$ cat config.mk
export PLATFORM = sky130hd
export DESIGN_NAME = memory_access
export DESIGN_NICKNAME = d
export VERILOG_FILES = /design/src/rtl/memory_access_pkg.sv /design/src/rtl/rv32i_types.sv /design/src/rtl/memory_access_load_align.sv /design/src/rtl/memory_access.sv
export SDC_FILE = /design/constraint.sdc
export NUM_CORES = 1
export LEC_CHECK = 0
export CAP_MARGIN = 5
export CORE_AREA = 4 4 151 153
export DETAILED_ROUTE_END_ITERATION = 8
export DIE_AREA = 0 0 155 157
export PLACE_DENSITY = 0.84
export SYNTH_ARGS = -nofsm -noshare
export SYNTH_HDL_FRONTEND = slang
export SYNTH_SLANG_ARGS = --single-unit
export TNS_END_PERCENT = 100
$ cat constraint.sdc
create_clock -name clk -period 5.7 [get_ports clk]
set_input_delay 1.14 -clock clk [delete_from_list [all_inputs] [get_ports clk]]
set_output_delay 1.14 -clock clk [all_outputs]
set_load 0.005 [all_outputs]
$ cat src/rtl/memory_access_pkg.sv
// Memory-access stage types: FSM state encoding and set-less-than funct3 helpers.
package ma_types;

    typedef enum logic [1:0] {
        IDLE = 2'd0,
        WAIT = 2'd1,
        HOLD = 2'd2
    } ma_state_t;

    localparam logic [2:0] FUNCT3_SLT  = 3'b010;
    localparam logic [2:0] FUNCT3_SLTU = 3'b011;

    function automatic logic is_set_less_than(input logic [2:0] funct3);
        return (funct3 == FUNCT3_SLT) || (funct3 == FUNCT3_SLTU);
    endfunction

endpackage

$ cat src/rtl/rv32i_types.sv
// Shared RV32I types: opcodes, load funct3 encodings and the pipeline control word.
package rv32i_types;

    typedef enum logic [6:0] {
        op_lui   = 7'b0110111,
        op_auipc = 7'b0010111,
        op_jal   = 7'b1101111,
        op_jalr  = 7'b1100111,
        op_br    = 7'b1100011,
        op_load  = 7'b0000011,
        op_store = 7'b0100011,
        op_imm   = 7'b0010011,
        op_reg   = 7'b0110011,
        op_csr   = 7'b1110011
    } rv32i_opcode;

    typedef enum logic [2:0] {
        lb  = 3'b000,
        lh  = 3'b001,
        lw  = 3'b010,
        lbu = 3'b100,
        lhu = 3'b101
    } load_funct3_t;

    typedef struct packed {
        rv32i_opcode opcode;
        logic [2:0]  aluop;
        logic        load_regfile;
        logic        mem_read;
        logic        mem_write;
    } rv32i_control_word;

endpackage

$ cat src/rtl/memory_access_load_align.sv
// Combinational load extraction: shifts the addressed bytes down and sign/zero-extends them.
module load_align
    import rv32i_types::*;
(
    input  logic [31:0] rdata,
    input  logic [1:0]  offset,
    input  logic [2:0]  funct3,
    output logic [31:0] data
);

    logic [31:0] shifted;

    assign shifted = rdata >> {offset, 3'b000};

    // NOTE: data is assigned on every path (default arm included) so no latch is inferred.
    always_comb begin
        case (load_funct3_t'(funct3))
            lb:      data = {{24{shifted[7]}}, shifted[7:0]};
            lbu:     data = {24'b0, shifted[7:0]};
            lh:      data = {{16{shifted[15]}}, shifted[15:0]};
            lhu:     data = {16'b0, shifted[15:0]};
            default: data = shifted;
        endcase
    end

endmodule

$ cat src/rtl/memory_access.sv
// MA pipeline stage: data-memory handshake, store alignment, load extraction, MA/WB register.
// Optional build macro MA_PERF_CNT_EN adds stall-cycle and memory-op counters.
module memory_access
    import rv32i_types::*;
    import ma_types::*;
(
    input  logic              clk,
    input  logic              rst,
    input  rv32i_control_word ctrl_word_in,
    input  logic [31:0]       instruction_in,
    input  logic [31:0]       PC_in,
    input  logic [31:0]       alu_in,
    input  logic [31:0]       rs2_in,
    input  logic              br_en_in,
    input  logic [3:0]        mem_byte_enable_in,
    input  logic              IF_stall,
    input  logic [31:0]       dmem_rdata,
    input  logic              dmem_resp,
    output logic              dmem_read,
    output logic              dmem_write,
    output logic [31:0]       dmem_address,
    output logic [31:0]       dmem_wdata,
    output logic [3:0]        dmem_mbe,
    output logic              MA_stall,
    output rv32i_control_word ctrl_word_out,
    output logic [31:0]       instruction_out,
    output logic [31:0]       PC_out,
    output logic [31:0]       alu_out,
    output logic              br_en_out,
    output logic [31:0]       wb_data_out
`ifdef MA_PERF_CNT_EN
    ,
    output logic [31:0]       ma_stall_cycles,
    output logic [31:0]       ma_mem_ops
`endif
);

    ma_state_t   state, state_next;
    logic        mem_op;
    logic        advance;
    logic        use_buf;
    logic        buf_load;
    logic [2:0]  funct3;
    logic [31:0] load_buf;
    logic [31:0] load_src;
    logic [31:0] load_data;
    logic [31:0] wb_data;

    assign funct3       = instruction_in[14:12];
    assign mem_op       = ctrl_word_in.mem_read | ctrl_word_in.mem_write;
    assign advance      = !MA_stall && !IF_stall;

    assign dmem_address = {alu_in[31:2], 2'b00};
    assign dmem_mbe     = mem_byte_enable_in;
    assign dmem_wdata   = rs2_in << {alu_in[1:0], 3'b000};

    // NOTE: sequential state uses non-blocking assignments so all flops update together.
    always_ff @(posedge clk) begin
        if (rst) begin
            state    <= IDLE;
            load_buf <= '0;
        end else begin
            state <= state_next;
            if (buf_load) begin
                load_buf <= dmem_rdata;
            end
        end
    end

    // HOLD parks a completed load whose result cannot leave yet because fetch is stalled.
    always_comb begin
        state_next = state;
        dmem_read  = 1'b0;
        dmem_write = 1'b0;
        MA_stall   = 1'b0;
        use_buf    = 1'b0;
        buf_load   = 1'b0;
        unique case (state)
            IDLE, WAIT: begin
                dmem_read  = ctrl_word_in.mem_read;
                dmem_write = ctrl_word_in.mem_write;
                MA_stall   = mem_op && !dmem_resp;
                if (!mem_op) begin
                    state_next = IDLE;
                end else if (!dmem_resp) begin
                    state_next = WAIT;
                end else if (IF_stall) begin
                    state_next = HOLD;
                    buf_load   = 1'b1;
                end else begin
                    state_next = IDLE;
                end
            end
            HOLD: begin
                use_buf = 1'b1;
                if (!IF_stall) begin
                    state_next = IDLE;
                end
            end
            default: state_next = IDLE;
        endcase
    end

    assign load_src = use_buf ? load_buf : dmem_rdata;

    load_align u_load_align (
        .rdata  (load_src),
        .offset (alu_in[1:0]),
        .funct3 (funct3),
        .data   (load_data)
    );

    always_comb begin
        if (ctrl_word_in.opcode == op_load) begin
            wb_data = load_data;
        end else if (ctrl_word_in.opcode == op_jal || ctrl_word_in.opcode == op_jalr) begin
            wb_data = PC_in + 32'd4;
        end else if ((ctrl_word_in.opcode == op_imm || ctrl_word_in.opcode == op_reg)
                     && is_set_less_than(funct3)) begin
            wb_data = {31'b0, br_en_in};
        end else begin
            wb_data = alu_in;
        end
    end

    always_ff @(posedge clk) begin
        if (rst) begin
            ctrl_word_out   <= '0;
            instruction_out <= '0;
            PC_out          <= '0;
            alu_out         <= '0;
            br_en_out       <= 1'b0;
            wb_data_out     <= '0;
        end else if (advance) begin
            ctrl_word_out   <= ctrl_word_in;
            instruction_out <= instruction_in;
            PC_out          <= PC_in;
            alu_out         <= alu_in;
            br_en_out       <= br_en_in;
            wb_data_out     <= wb_data;
        end
    end

`ifdef MA_PERF_CNT_EN
    always_ff @(posedge clk) begin
        if (rst) begin
            ma_stall_cycles <= '0;
            ma_mem_ops      <= '0;
        end else begin
            if (MA_stall) begin
                ma_stall_cycles <= ma_stall_cycles + 32'd1;
            end
            if (state != HOLD && mem_op && dmem_resp) begin
                ma_mem_ops <= ma_mem_ops + 32'd1;
            end
        end
    end
`endif

endmodule

# == Word-level counts from Yosys, hierarchy flattened ==
# Index checks and enable logic that the tools add are counted.
# word_totals
ff_bits,176
latch_bits,0
ramBits,0
mem_bits_ro,0
in_bits,182
output_inout_bits,213
wordCells,59
n_memories,0
# classes
addsub,1
mul,0
div_mod_pow,0
magnitude_cmp,0
n_eq_ne,13
n_shift,2
mux,18
bitwise_logic,1
n_reduce_logical,12
# op_table
op,count
$mux 32,4
$pmux 32 s4,1
$add 32x3->32 const B,1
$shl 32x5->32,1
$shr 32x5->32,1
$eq 7x7->1 const B,2
$mux 1,8
$mux 2,4
$eq 7x2->1 const B,1
$eq 7x5->1 const B,1
$eq 7x6->1 const B,1
$eq 3x2->1 const B,2
$eq 3x3->1 const B,2
$pmux 2 s2,1
$eq 3x1->1 const B,1
$logic_and 1x1->1,3
$logic_not 1->1,3
$logic_not 3->1,1
$logic_or 1x1->1,3
$eq 2x1->1 const B,1
$eq 2x2->1 const B,1
$logic_not 2->1,1
$ne 2x2->1 const B,1
$reduce_or 2->1,1
$or 1x1->1,1

# == Logic depth before layout (Yosys ltp) ==
# logic_depth
word_depth,6
mapped_depth,9
depth_no_buf,7

# == Hierarchy ==
# Synthesis repeated with hierarchy kept, for this count alone.
# hier_totals
hier_cells,1192
area_unflattened_um2,9133.8
# modules_own_cells
mod,n_inst,cells_each,area_per_inst_um2,seq_area_each_um2
memory_access,1,1085,8439.3,3523.4
load_align,1,107,694.4,0.0

# == Worst setup path before layout ==
# OpenSTA, ideal clock, no wires.
# synth_path
path_type,input -> output
from,input alu_in[0]
to,output dmem_wdata[10]
t_arrival_ns,2.555
required_ns,4.560
path_slack_ns,2.005
stages,6
n_path_buf,4
cell_sequence,buf_2 buf_2 buf_1 buf_1 mux2i_1 nor2_1
# synth_between
elab_chain_cells,1
# synth_lines
item,line,text
from (decl),memory_access.sv:12,"input logic [31:0] alu_in,"
$shl 32x5->32,memory_access.sv:55,"assign dmem_wdata = rs2_in << {alu_in[1:0], 3'b000};"
to (decl),memory_access.sv:22,"output logic [31:0] dmem_wdata,"
# Every way passes these cells.

# == Worst setup path after layout ==
# layout_path
from,input alu_in[1]
to,output dmem_wdata[16]
# The elaborated chain is that of the path after synthesis.

==> out/summary.txt <==
Outcome - finished, final reports clean
Final Critical Period - 4.31 ns
Mapped Cells - 1156
I/O pin count - 395
Standard-cell rows - 54
Synth Register Bits - 176
Port-buffer cells - 384
Commonest non-fill, non-tap cell in the layout - clkdlybuf4s50_1
Total CTS buffers - 17
Final ANT Viol Nets - 0
Hold Path Cell Cnt - 2
Hold Slack - 0.453 ns
Antenna violations before repair - 3
Final Cell Area - 13200 um2
Crit Reg-Reg Endpoint - wb_data_out[17]
Core area - 21600 um2
Critical path peak fanout - 47
Area of placed instances - 12600 um2
# DRC - 0
Final core occ - 0.612
Hold EP - alu_out[27]
Worst hold path class - flop to flop
Leak Pwr - 4.89 nW
P per Cell Area - 242 nW/um2
Fin. max-slew vios - 0
Root Driver - clkbuf_16
Cell count of the worst reg-to-reg path - 6
Final hold vios - 0
Filler cells - 1902
Worst slew margin - 0.225
Req. time, crit path - 4.56 ns
Area grow syn2layout - 46.8%
First-pass GRT wire length - 51.2 mm
Routability cong. - 0.934
CP Launch Type - input port
Post-synth EDFFs - 0
Post-synthesis sequential area ratio - 0.392
Overall routing resource usage - 0.271
Actual slew at the worst max-slew pin - 1.16 ns
Critical Path Sink Type - primary output
Congestion Overflow GR - 0
Worst-Skew Late Latency - 0.43 ns
Routed via count - 9423
Starting density of the core - 0.417
R2r startpoint - state[0]
# Post-CTS Setup Buffers - 0
Post-DP HPWL - 26.5 mm
Final Cycle Share - 0.756
CTS tree - yes
Synth unique cells - 67
H-tree depth - 4
Setup CP Type - input port to primary output
Register area - 3520 um2
Clock-pin slew on the worst setup and hold paths - 0.07 ns
Initial DRC Count - 683
Vias per cell - 5.42
# setup viols final - 0
Die footprint - 24300 um2
Cell area after synthesis - 8980 um2
Final TNS setup - 0 ns
Die H - 157 um
CTS sink cnt - 176
Layout Nets - 1624
Iteration count of the initial detailed-routing pass - 5
WL final - 34.5 mm
Largest net degree at the start of global routing - 110
Fraction of layout cells with a size suffix above 1 - 0.0536
Syn. warnings - 0
Most frequent cells in the layout - 381 x clkdlybuf4s50_1, 337 x nand2_1, 176 x dfxtp_1, 170 x a21oi_1, 53 x nor2_1
Hold buffer count at CTS - 0
Multi-input gate area - 4800 um2
Max Root-Sink Buffers - 2
Die X - 155 um
Syn Area/Cell - 7.77 um2
Ys flop type - dfxtp_1
Worst EP arrival - 3.17 ns
Vias in the first global route - 8902
Unrepaired setup endpoints after global routing - no
Async SR Flop Fraction - 0
CTS resizes - 0
R2R Setup Slk - 2.98 ns
Fmax - 232 MHz
VDD IR max - 0.203 mV
Max-cap viol count - 0
Hold Crit Start - alu_out[27]
WL/cell - 19.9 um
Final Skew - 0.0112 ns
## worst max-delay path: stages
cell	delay [ns]
buf_2	0.42
nor2b_1	0.71
nand2_1	0.10
o21ai_0	0.18
clkdlybuf4s50_1	0.60
## registers in the layout, indices dropped and copies added, names as in the netlist
register and cells:
state 2, alu_out 32, PC_out 32, ctrl_word_out 13, load_buf 32, instruction_out 32, wb_data_out 32, br_en_out 1
## logic make-up (layout without fill, tap and decap cells)
family / after synthesis / in the layout / synth area share
AND/OR/NAND/NOR: 488 / 488 / 0.236
adder cells (fa/ha/maj): 1 / 1 / 0.00139
other: 1 / 5 / 0.000418
AO/OA/AOI/OAI: 270 / 270 / 0.182
buffers and inverters: 134 / 431 / 0.0766
multiplexers: 59 / 59 / 0.0851
XOR/XNOR: 27 / 27 / 0.0263
flip-flops: 176 / 176 / 0.392
## stage by stage
stage	worst slack [ns]	std cells	power (mW)
3_3_place_gp	1.46	1702	2.04
4_1_cts	1.41	1734	3.21
6_report	1.39	1737	3.19
5_1_grt	1.26	1737	3.32
2_1_floorplan	2.01	1157	1.65
3_5_place_dp	1.42	1702	2.05
## routing by layer
layer	vias to the layer above	wire length, um	part of all wire	GRT usage
li1	4504	-	-	-
met1	4414	13800	0.40	0.327
met2	423	16700	0.48	0.456
met3	82	2790	0.081	0.0734
met4	0	1280	0.037	0.115
met5	-	0	0	0
## power by group
part	leakage, nW	internal, mW	switching, mW
sequential	1.44	1.30	0.0357
combinational	3.17	0.367	0.326
clock	0.273	0.620	0.543
total	4.89	2.29	0.905
## cell type report
class                   count  share of cell area
well taps                 280              0.0266
flip-flops and latches    176               0.267
clock buffers              19              0.0328
clock inverters            13              0.0111
inverters                   6             0.00171
multi-input cells         847               0.364
repair buffers            393               0.296
diodes                      3            0.000569
## synth_stat cells (all sizes together), types with 8 or more instances
cell type  number  share of area
mux4           13          0.033
nand4           8         0.0063
mux2i          40          0.045
a221oi         16          0.016
nor2b          13         0.0091
nor2           54          0.023
o21ai          16         0.0089
nand2         338           0.14
buf            61          0.046
xnor2          12          0.012
xor2           15          0.015
a211oi         13          0.011
a21oi         172          0.096
a2111oi        13          0.013
nand3          11         0.0067
dfxtp         176           0.39
clkbuf         67          0.028
and2           15          0.011
nor3           11         0.0061
## worst max-delay path by stage
stage | startpoint | to | slack [ns] | cells past startpoint
2_1_floorplan | alu_in[0] | dmem_wdata[10] | 2.01 | 6
3_3_place_gp | alu_in[1] | dmem_wdata[16] | 1.46 | 5
3_5_place_dp | alu_in[1] | dmem_wdata[16] | 1.42 | 5
4_1_cts | alu_in[1] | dmem_wdata[16] | 1.41 | 5
5_1_grt | alu_in[1] | dmem_wdata[16] | 1.26 | 5
6_report | alu_in[1] | dmem_wdata[16] | 1.39 | 5
(Power assumes the default switching activity.)
